===== config.mk =====
export PLATFORM = sky130hd
export DESIGN_NAME = target_debug_responder_flat
export DESIGN_NICKNAME = d
export VERILOG_FILES = /design/src/rtl/target_debug_responder_if.sv /design/src/rtl/target_debug_responder.sv /design/src/flat_wrapper.sv
export SDC_FILE = /design/constraint.sdc
export NUM_CORES = 1
export LEC_CHECK = 0
export BUFFER_PORTS_ARGS = -buffer_cell sky130_fd_sc_hd__buf_2
export CORE_MARGIN = 1
export CORE_UTILIZATION = 53
export CTS_CLUSTER_DIAMETER = 40
export DETAILED_ROUTE_END_ITERATION = 8
export PLACE_DENSITY = 0.86
export SLEW_MARGIN = 20
export SYNTH_ARGS = -nofsm -noshare
export SYNTH_HDL_FRONTEND = slang
export SYNTH_SLANG_ARGS = --single-unit

===== constraint.sdc =====
create_clock -name clk -period 6.1 [get_ports clk]
set_input_delay 0.305 -clock clk [delete_from_list [all_inputs] [get_ports clk]]
set_output_delay 0.305 -clock clk [all_outputs]
set_load 0.1 [all_outputs]

===== src/rtl/target_debug_responder_if.sv =====
// rtl/target_debug_responder_if.sv - visor register and target fetch/exr bundle for the debug responder
interface target_debug_responder_if;
    logic [3:0]  bp_we;
    logic [15:0] bp_wdata;
    logic [2:0]  bus_ctrl;
    logic [2:0]  tg_force;
    logic [15:0] force_opcode;
    logic [15:0] tg_fetch_addr;
    logic        tg_fetch_valid;
    logic [15:0] tg_exr_value;
    logic        tg_peek_we;
    logic [15:0] tg_peek_data;
    logic        tg_run_en;
    logic        tg_reset_out;
    logic        tg_code_divert;
    logic        tg_exr_force_load;
    logic        tg_exr_force_exec;
    logic [63:0] bp_addr;
    logic [15:0] bp_status;
    logic [15:0] exr_shadow;
    logic [15:0] peek_data;

    modport slave (
        input  bp_we, bp_wdata, bus_ctrl, tg_force, force_opcode,
        input  tg_fetch_addr, tg_fetch_valid, tg_exr_value, tg_peek_we, tg_peek_data,
        output tg_run_en, tg_reset_out, tg_code_divert, tg_exr_force_load, tg_exr_force_exec,
        output bp_addr, bp_status, exr_shadow, peek_data
    );

    modport master (
        output bp_we, bp_wdata, bus_ctrl, tg_force, force_opcode,
        output tg_fetch_addr, tg_fetch_valid, tg_exr_value, tg_peek_we, tg_peek_data,
        input  tg_run_en, tg_reset_out, tg_code_divert, tg_exr_force_load, tg_exr_force_exec,
        input  bp_addr, bp_status, exr_shadow, peek_data
    );
endinterface


===== src/rtl/target_debug_responder.sv =====
// rtl/target_debug_responder.sv - breakpoint halt, opcode injection and peek capture for the target core
module target_debug_responder #(
    parameter logic [15:0] BP_DISABLE = 16'hffff,
    parameter int          NUM_BP     = 4
) (
    input logic                   clk,
    input logic                   reset,
    target_debug_responder_if.slave dbg
);

    typedef enum logic [1:0] {
        RESET_HOLD = 2'd0,
        RUN        = 2'd1,
        HALTED     = 2'd2
    } state_t;

    state_t              state, state_next;
    logic [15:0]         bp [NUM_BP];
    logic [NUM_BP-1:0]   skip, skip_next;
    logic [NUM_BP-1:0]   match;
    logic [4:0]          status, status_next;
    logic                capture;
    logic [1:0]          force_hist;
    logic                force_ok;
    logic                hold;
    logic                unused_bus_bit;

    assign unused_bus_bit = dbg.bus_ctrl[0];
    assign hold           = dbg.tg_force[0];

    always_comb begin
        match = '0;
        for (int n = 0; n < NUM_BP; n++) begin
            match[n] = dbg.tg_fetch_valid && (dbg.tg_fetch_addr == bp[n]) &&
                       (bp[n] != BP_DISABLE) && !skip[n];
        end
    end

    // The matching fetch itself must be blocked, so run enable is purely combinational.
    assign dbg.tg_run_en = (state == RUN) && !hold && !dbg.tg_reset_out && !(|match);

    always_comb begin
        state_next  = state;
        status_next = status;
        skip_next   = skip;
        capture     = 1'b0;
        for (int n = 0; n < NUM_BP; n++) begin
            if (dbg.tg_fetch_valid && dbg.tg_run_en && (dbg.tg_fetch_addr != bp[n]))
                skip_next[n] = 1'b0;
        end
        case (state)
            RESET_HOLD: begin
                status_next = '0;
                skip_next   = '0;
                if (!dbg.tg_reset_out)
                    state_next = RUN;
            end
            RUN: begin
                if (dbg.tg_reset_out) begin
                    state_next = RESET_HOLD;
                end else if ((|match) && !hold) begin
                    state_next       = HALTED;
                    status_next[3:0] = status[3:0] | match;
                    status_next[4]   = 1'b1;
                    capture          = 1'b1;
                end
            end
            HALTED: begin
                if (dbg.tg_reset_out) begin
                    state_next  = RESET_HOLD;
                    status_next = '0;
                    skip_next   = '0;
                end else if (|dbg.bp_we) begin
                    // Resuming lets each hit breakpoint pass exactly once.
                    state_next  = RUN;
                    status_next = '0;
                    skip_next   = skip_next | status[NUM_BP-1:0];
                end
            end
            default: state_next = RUN;
        endcase
    end

    always_ff @(posedge clk or posedge reset) begin
        if (reset) begin
            state  <= RUN;
            status <= '0;
            skip   <= '0;
        end else begin
            state  <= state_next;
            status <= status_next;
            skip   <= skip_next;
        end
    end

    always_ff @(posedge clk or posedge reset) begin
        if (reset) begin
            for (int n = 0; n < NUM_BP; n++)
                bp[n] <= BP_DISABLE;
        end else begin
            for (int n = 0; n < NUM_BP; n++)
                if (dbg.bp_we[n])
                    bp[n] <= dbg.bp_wdata;
        end
    end

    assign force_ok = (state == HALTED) || hold;

    always_ff @(posedge clk or posedge reset) begin
        if (reset) begin
            dbg.tg_reset_out      <= 1'b1;
            dbg.tg_code_divert    <= 1'b0;
            dbg.tg_exr_force_load <= 1'b0;
            dbg.tg_exr_force_exec <= 1'b0;
            force_hist            <= '0;
            dbg.exr_shadow        <= '0;
            dbg.peek_data         <= '0;
        end else begin
            dbg.tg_reset_out      <= dbg.bus_ctrl[1];
            dbg.tg_code_divert    <= dbg.bus_ctrl[2];
            dbg.tg_exr_force_load <= dbg.tg_force[1] && !force_hist[0] && force_ok;
            dbg.tg_exr_force_exec <= dbg.tg_force[2] && !force_hist[1] && force_ok;
            force_hist            <= dbg.tg_force[2:1];
            if (capture)
                dbg.exr_shadow <= dbg.tg_exr_value;
            if (dbg.tg_peek_we)
                dbg.peek_data <= dbg.tg_peek_data;
        end
    end

    always_comb begin
        dbg.bp_addr = '0;
        for (int n = 0; n < NUM_BP; n++)
            dbg.bp_addr[16*n +: 16] = bp[n];
    end

    assign dbg.bp_status = {11'd0, status};

endmodule


===== src/flat_wrapper.sv =====
// flat-port wrapper written by rule: the top's interface ports become plain ports
module target_debug_responder_flat 
#(
    parameter logic [15:0] BP_DISABLE = 16'hffff,
    parameter int          NUM_BP     = 4
)
  (clk, reset, dbg_bp_we, dbg_bp_wdata, dbg_bus_ctrl, dbg_tg_force, dbg_force_opcode, dbg_tg_fetch_addr, dbg_tg_fetch_valid, dbg_tg_exr_value, dbg_tg_peek_we, dbg_tg_peek_data, dbg_tg_run_en, dbg_tg_reset_out, dbg_tg_code_divert, dbg_tg_exr_force_load, dbg_tg_exr_force_exec, dbg_bp_addr, dbg_bp_status, dbg_exr_shadow, dbg_peek_data);
  target_debug_responder_if dbg_i ();
  input logic clk;
  input logic reset;
  input wire logic [$bits(dbg_i.bp_we)-1:0] dbg_bp_we;
  input wire logic [$bits(dbg_i.bp_wdata)-1:0] dbg_bp_wdata;
  input wire logic [$bits(dbg_i.bus_ctrl)-1:0] dbg_bus_ctrl;
  input wire logic [$bits(dbg_i.tg_force)-1:0] dbg_tg_force;
  input wire logic [$bits(dbg_i.force_opcode)-1:0] dbg_force_opcode;
  input wire logic [$bits(dbg_i.tg_fetch_addr)-1:0] dbg_tg_fetch_addr;
  input wire logic [$bits(dbg_i.tg_fetch_valid)-1:0] dbg_tg_fetch_valid;
  input wire logic [$bits(dbg_i.tg_exr_value)-1:0] dbg_tg_exr_value;
  input wire logic [$bits(dbg_i.tg_peek_we)-1:0] dbg_tg_peek_we;
  input wire logic [$bits(dbg_i.tg_peek_data)-1:0] dbg_tg_peek_data;
  output wire logic [$bits(dbg_i.tg_run_en)-1:0] dbg_tg_run_en;
  output wire logic [$bits(dbg_i.tg_reset_out)-1:0] dbg_tg_reset_out;
  output wire logic [$bits(dbg_i.tg_code_divert)-1:0] dbg_tg_code_divert;
  output wire logic [$bits(dbg_i.tg_exr_force_load)-1:0] dbg_tg_exr_force_load;
  output wire logic [$bits(dbg_i.tg_exr_force_exec)-1:0] dbg_tg_exr_force_exec;
  output wire logic [$bits(dbg_i.bp_addr)-1:0] dbg_bp_addr;
  output wire logic [$bits(dbg_i.bp_status)-1:0] dbg_bp_status;
  output wire logic [$bits(dbg_i.exr_shadow)-1:0] dbg_exr_shadow;
  output wire logic [$bits(dbg_i.peek_data)-1:0] dbg_peek_data;
  assign dbg_i.bp_we = dbg_bp_we;
  assign dbg_i.bp_wdata = dbg_bp_wdata;
  assign dbg_i.bus_ctrl = dbg_bus_ctrl;
  assign dbg_i.tg_force = dbg_tg_force;
  assign dbg_i.force_opcode = dbg_force_opcode;
  assign dbg_i.tg_fetch_addr = dbg_tg_fetch_addr;
  assign dbg_i.tg_fetch_valid = dbg_tg_fetch_valid;
  assign dbg_i.tg_exr_value = dbg_tg_exr_value;
  assign dbg_i.tg_peek_we = dbg_tg_peek_we;
  assign dbg_i.tg_peek_data = dbg_tg_peek_data;
  assign dbg_tg_run_en = dbg_i.tg_run_en;
  assign dbg_tg_reset_out = dbg_i.tg_reset_out;
  assign dbg_tg_code_divert = dbg_i.tg_code_divert;
  assign dbg_tg_exr_force_load = dbg_i.tg_exr_force_load;
  assign dbg_tg_exr_force_exec = dbg_i.tg_exr_force_exec;
  assign dbg_bp_addr = dbg_i.bp_addr;
  assign dbg_bp_status = dbg_i.bp_status;
  assign dbg_exr_shadow = dbg_i.exr_shadow;
  assign dbg_peek_data = dbg_i.peek_data;
  target_debug_responder #(.BP_DISABLE(BP_DISABLE), .NUM_BP(NUM_BP)) u_core (.clk(clk), .reset(reset), .dbg(dbg_i));
endmodule

Word level (Yosys, flattened, before mapping)

Cells that the tools add are included.

Flip-flop bits (word level): 113
Output and inout port bits: 117
Logic and storage cells: 97

Eq/ne operators: 19
Mux-type cells: 21
Bitwise gates (word level): 2
Reduce and logical (&&, ||, !) cells: 41

Operators by type and width:

| cell                   | number |
|---|---|
| $eq A16 B16 Y1         | 4 |
| $ne A16 B16 Y1         | 4 |
| $ne A16 B16 Y1 const B | 4 |
| $logic_and A1 B1 Y1    | 25 |
| $mux W5                | 4 |
| $pmux W5 S3            | 1 |
| $mux W2                | 5 |
| $logic_not A1 Y1       | 9 |
| $mux W4                | 2 |
| $or A4 B4 Y4           | 2 |
| $pmux W4 S2            | 1 |
| $reduce_or A4 Y1       | 2 |
| $mux W1                | 7 |
| $ne A2 B2 Y1 const B   | 3 |
| $pmux W2 S3            | 1 |
| $reduce_and A4 Y1      | 1 |
| $ne A3 B1 Y1 const B   | 1 |
| $ne A3 B2 Y1 const B   | 1 |
| $reduce_and A3 Y1      | 1 |
| $reduce_bool A3 Y1     | 1 |
| $eq A2 B1 Y1 const B   | 1 |
| $eq A2 B2 Y1 const B   | 1 |
| $logic_not A2 Y1       | 1 |
| $logic_or A1 B1 Y1     | 1 |

Depth between registers and ports, before layout

Depth in word-level cells: 14
Mapped depth: 7

Worst setup path before layout

No wires, ideal clock.

Path type: register to output
From: register u_core.bp (netlist bit u_core.dbg.bp_addr[63])
To: output port dbg_tg_run_en
Data arrival time: 4,806 ps
Data required time: 5,795 ps
Setup slack: 989 ps
Cell stages (with the launch flop): 5
Buffers on the path: 0
Cell sequence: dfstp_2 -> nand4_1 -> o41ai_1 -> o22ai_1 -> nor4b_1

Word-level cells in the longest chain between the ends: 7
Elaborated cells on any way between the ends: 8
Classes of those cells: eq/ne (2); reduce/logical (6)

RTL lines:

| element                         | RTL line                      | source |
|---|---|---|
| start, declared                 | target_debug_responder.sv:18  | `logic [15:0] bp [NUM_BP];` |
| start signal, assigned by index | target_debug_responder.sv:103 | `bp[n] <= dbg.bp_wdata;` |
| $eq A16 B16 Y1                  | target_debug_responder.sv:34  | `match[n] = dbg.tg_fetch_valid && (dbg.tg_fetch_addr == bp[n]) &&` |
| $logic_and A1 B1 Y1             | target_debug_responder.sv:34  |  |
| $logic_and A1 B1 Y1 (*)         | target_debug_responder.sv:34  |  |
| $logic_and A1 B1 Y1 (*)         | target_debug_responder.sv:35  | `(bp[n] != BP_DISABLE) && !skip[n];` |
| $reduce_or A4 Y1 (*)            | target_debug_responder.sv:40  | `assign dbg.tg_run_en = (state == RUN) && !hold && !dbg.tg_reset_out && !(\|match);` |
| $logic_not A1 Y1 (*)            | target_debug_responder.sv:40  |  |
| $logic_and A1 B1 Y1 (*)         | target_debug_responder.sv:40  |  |
| end, declared                   | flat_wrapper.sv:21            | `output wire logic [$bits(dbg_i.tg_run_en)-1:0] dbg_tg_run_en;` |

Every way passes the cells marked *; elsewhere a longest branch is shown, timed or not.

Worst setup path in the final report

From: register u_core.bp (netlist bit u_core.dbg.bp_addr[35])
To: output port dbg_tg_run_en

Same word-level chain as after synthesis.

==> results.md <==
* Routed len/inst at a little under 20 um
* Ys flop type: dfstp_2
* Flop pwr share at 36.0%
* Switch Pwr at 0.969 mW
* #FFs+latches synth at 113
* Slew margin rel. at between 30% and 40%
* Most frequent cells after synthesis: mux2_2 (86), dfstp_2 (66), xor2_1 (64)
* EDFF count, synth at 0
* Highest Clock Rate at between 300 and 400 MHz
* Min Tclk post-route at 3.17 ns
* Via Count at 4063
* CP Data Required Time at 5.79 ns
* Clk_lat worst skew at 0.51 ns
* Buffer depth of the longest clock path at 2
* Worst r2r dst: u_core.dbg.exr_shadow[10]$_DFFE_PP0P_
* Die W at about 100 um
* CP Cell Sequence: xor2_1, nor4_1, nand4_1, nor4b_4, nor4b_1, buf_2
* Slew Viols, Final at 0
* Reg-to-Reg Start: u_core.dbg.bp_addr[62]$_DFFE_PP1P_
* Initial DRC count at 250
* Hold Worst Slack at between 0.02 and 0.03 ns
* Clk root buf: clkbuf_8
* Path category of the worst min-delay check: in2reg
* Hold-fix buffers at CTS at 7
* Share of the synthesized area in the top cell type at about a third
* Skew final at around 0.0084 ns
* Status: complete, no violations
* Critical path class: reg2out
* Crit start category: flip-flop
* Sequential-to-total area share from yosys stat at between 50% and 60%
* Synthesized area per cell at 13.7 um2
* Cell taking the most area after synthesis: dfstp_2
* Syn-to-layout area delta at 30.5%
* Clock Pin Slew Worst Setup and Hold Paths at 0.06 ns
* Internal power at 1.58 mW
* CP max stage cell: dfstp_2
* Combinational share of power at 27.6%
* HP Start: dbg_tg_peek_data[6]
* Number of diodes at 0
* Reg2Reg Setup Slack at 3.11 ns
* RSZ-0062 raised after global routing: no
* Peak VDD IR at 0.254 mV
* Nets at between 600 and 700
* Detailed Routing Iterations Pass 1 at 5
* Layout cell share with drive strength beyond 1 at 63.3%
* Vias per cell at about 5.6
* Residual DRC at 0
* Final Hold Fails at 0
* Vias in the first global route at 3970
* GRT Overall Usage at between 20% and 30%
* Netlist Area Pre-Place at 0.00532 mm2
* Final ANT Viol Nets at 0
* H-tree Lvls at 4
* Crit end category: output pin
* Final period utilization at 52.0%
* Top cells by area, synth: dfstp_2 (33%), dfrtp_1 (22%), mux2_2 (18%)
* Worst slew pin tran at around 1.0 ns
* Async SR Flop Fraction at 100%
* Number of antenna violations at the first check in global routing at 0
* Total CTS buffers at 17
* Synth unique cells at 29
* Initial core utilization at 54.4%
* Sw frac at 38.0%
* Setup TNS at 0 ns
* First-pass GRT wire length at ~21000 um
* Synthesized netlist cell count at ~390
* PortBufs at 182
* Final setup vio count at 0
* GRT overflow at 0
* Worst hold path endpoint: u_core.dbg.peek_data[6]$_DFFE_PP0P_
* IO Pins at 211
* FP Rows at 36
* CTS tree: built
* CP max FO at 5
* Max-cap violation count at 0
* R2R depth at 5
* Number of synthesis warnings at 0
* Total Power at around 2.5 mW
* Hold Crit Depth at 2
* Worst EP arrival at 2.87 ns
* Clock power share at roughly 36%
* Core ar. at ~0.01 mm2
* Clk sinks at 113
* Die footprint at 0.0104 mm2
* CP peak stage delay at 0.60 ns
* Postcts setup bufs at 0
* Pleak at 3.23 nW
* Routed WL at 14100 um
* Routability Congestion at 0.895
* Pin count of the biggest net entering global routing at 74
* Power per Cell Area at 367 mW/mm2
* DP HPWL at 10100 um
* Post_cts resized at 0
* Most frequent cell after synthesis: mux2_2
* DIE HEIGHT at 102 um
* Critical Path Source: u_core.dbg.bp_addr[35]$_DFFE_PP1P_
## metal layers
metal  track usage, %  up-vias  part of all wire, %
met5                0        -                    0
met4             11.0        0                  2.2
met3             7.80       36                  8.0
met2             44.0      231                   49
met1             36.0     2014                   41
li1                 -     1782                    -
## cells in the final DEF (no fill, tap or decap), types with 2 or more instances in the layout
master and instances:
a21oi_1 12, a311oi_1 4, buf_2 182, bufinv_16 2, clkbuf_1 2, clkbuf_16 16
clkbuf_8 3, clkinv_2 6, clkinvlp_4 3, conb_1 11, dfrtp_1 47, dfstp_2 66
dlygate4sd3_1 7, inv_1 3, mux2_1 2, mux2_2 86, mux2_4 8, nand2_1 7
nand4_1 20, nor2_1 7, nor2b_1 3, nor3b_1 3, nor4_1 20, nor4b_4 2
o41ai_1 2, xor2_1 64
## stage by stage
step / instances / util (%) / setup WS [ns] / instance area [um2]
after floorplan: 398 / - / 0.989 / 5360
after global placement: 691 / 64.6 / 3.21 / 6310
after detailed placement: 691 / 64.6 / 3.13 / 6310
after CTS: 730 / 71.0 / 2.93 / 6940
after global routing: 730 / 71.0 / 2.73 / 6940
final: 730 / 71.0 / 2.93 / 6940
## state kept, by name (all words and copies together) (netlist names)
| name | count |
|---|---|
| u_core.skip | 4 |
| u_core.state | 2 |
| u_core.force_hist | 2 |
| u_core.dbg.tg_reset_out | 1 |
| u_core.dbg.tg_exr_force_load | 1 |
| u_core.dbg.tg_code_divert | 1 |
| u_core.status | 5 |
| u_core.dbg.bp_addr | 64 |
| u_core.dbg.peek_data | 16 |
| u_core.dbg.exr_shadow | 16 |
| u_core.dbg.tg_exr_force_exec | 1 |
## final cells by class
type                            count  area [um2]
Clock buffer                       21         449
Clock inverter                     11         113
Fill cell                         719        2830
Inverter                            4        17.5
Multi-Input combinational cell    258        2300
Sequential cell                   113        2910
Tap cell                          133         166
Timing Repair Buffer              190         988
## power groups by stage
stage,logic [mW],registers [mW],clock network (mW)
final,0.703,0.918,0.926
after global routing,0.726,0.925,0.973
after floorplan,0.169,1.32,0
after global placement,0.688,0.922,0
after detailed placement,0.697,0.925,0
after CTS,0.703,0.916,0.940
## worst max-delay path, delay by kind of cell, from the launching register on
kind / cells / cell delay (ns)
buffers and inverters: 1 / 0.31
XOR/XNOR: 1 / 0.08
flip-flops: 1 / 0.60
AND/OR/NAND/NOR: 4 / 1.35
## worst max path at each step
stage,end
after floorplan,dbg_tg_run_en
after global placement,u_core.dbg.exr_shadow[11]$_DFFE_PP0P_
after detailed placement,u_core.dbg.exr_shadow[10]$_DFFE_PP0P_
after CTS,dbg_tg_run_en
after global routing,dbg_tg_run_en
final,dbg_tg_run_en
## kinds of logic (layout without fill, tap and decap cells)
family / after synthesis / count (layout) / share of synthesized area, %
AO/OA/AOI/OAI: 23 / 23 / 3.08
XOR/XNOR: 64 / 64 / 10.5
buffers and inverters: 27 / 226 / 2.82
flip-flops: 113 / 113 / 54.7
multiplexers: 96 / 96 / 20.9
other: 1 / 11 / 0.0705
AND/OR/NAND/NOR: 64 / 64 / 7.92
(Power assumes the default switching activity.)
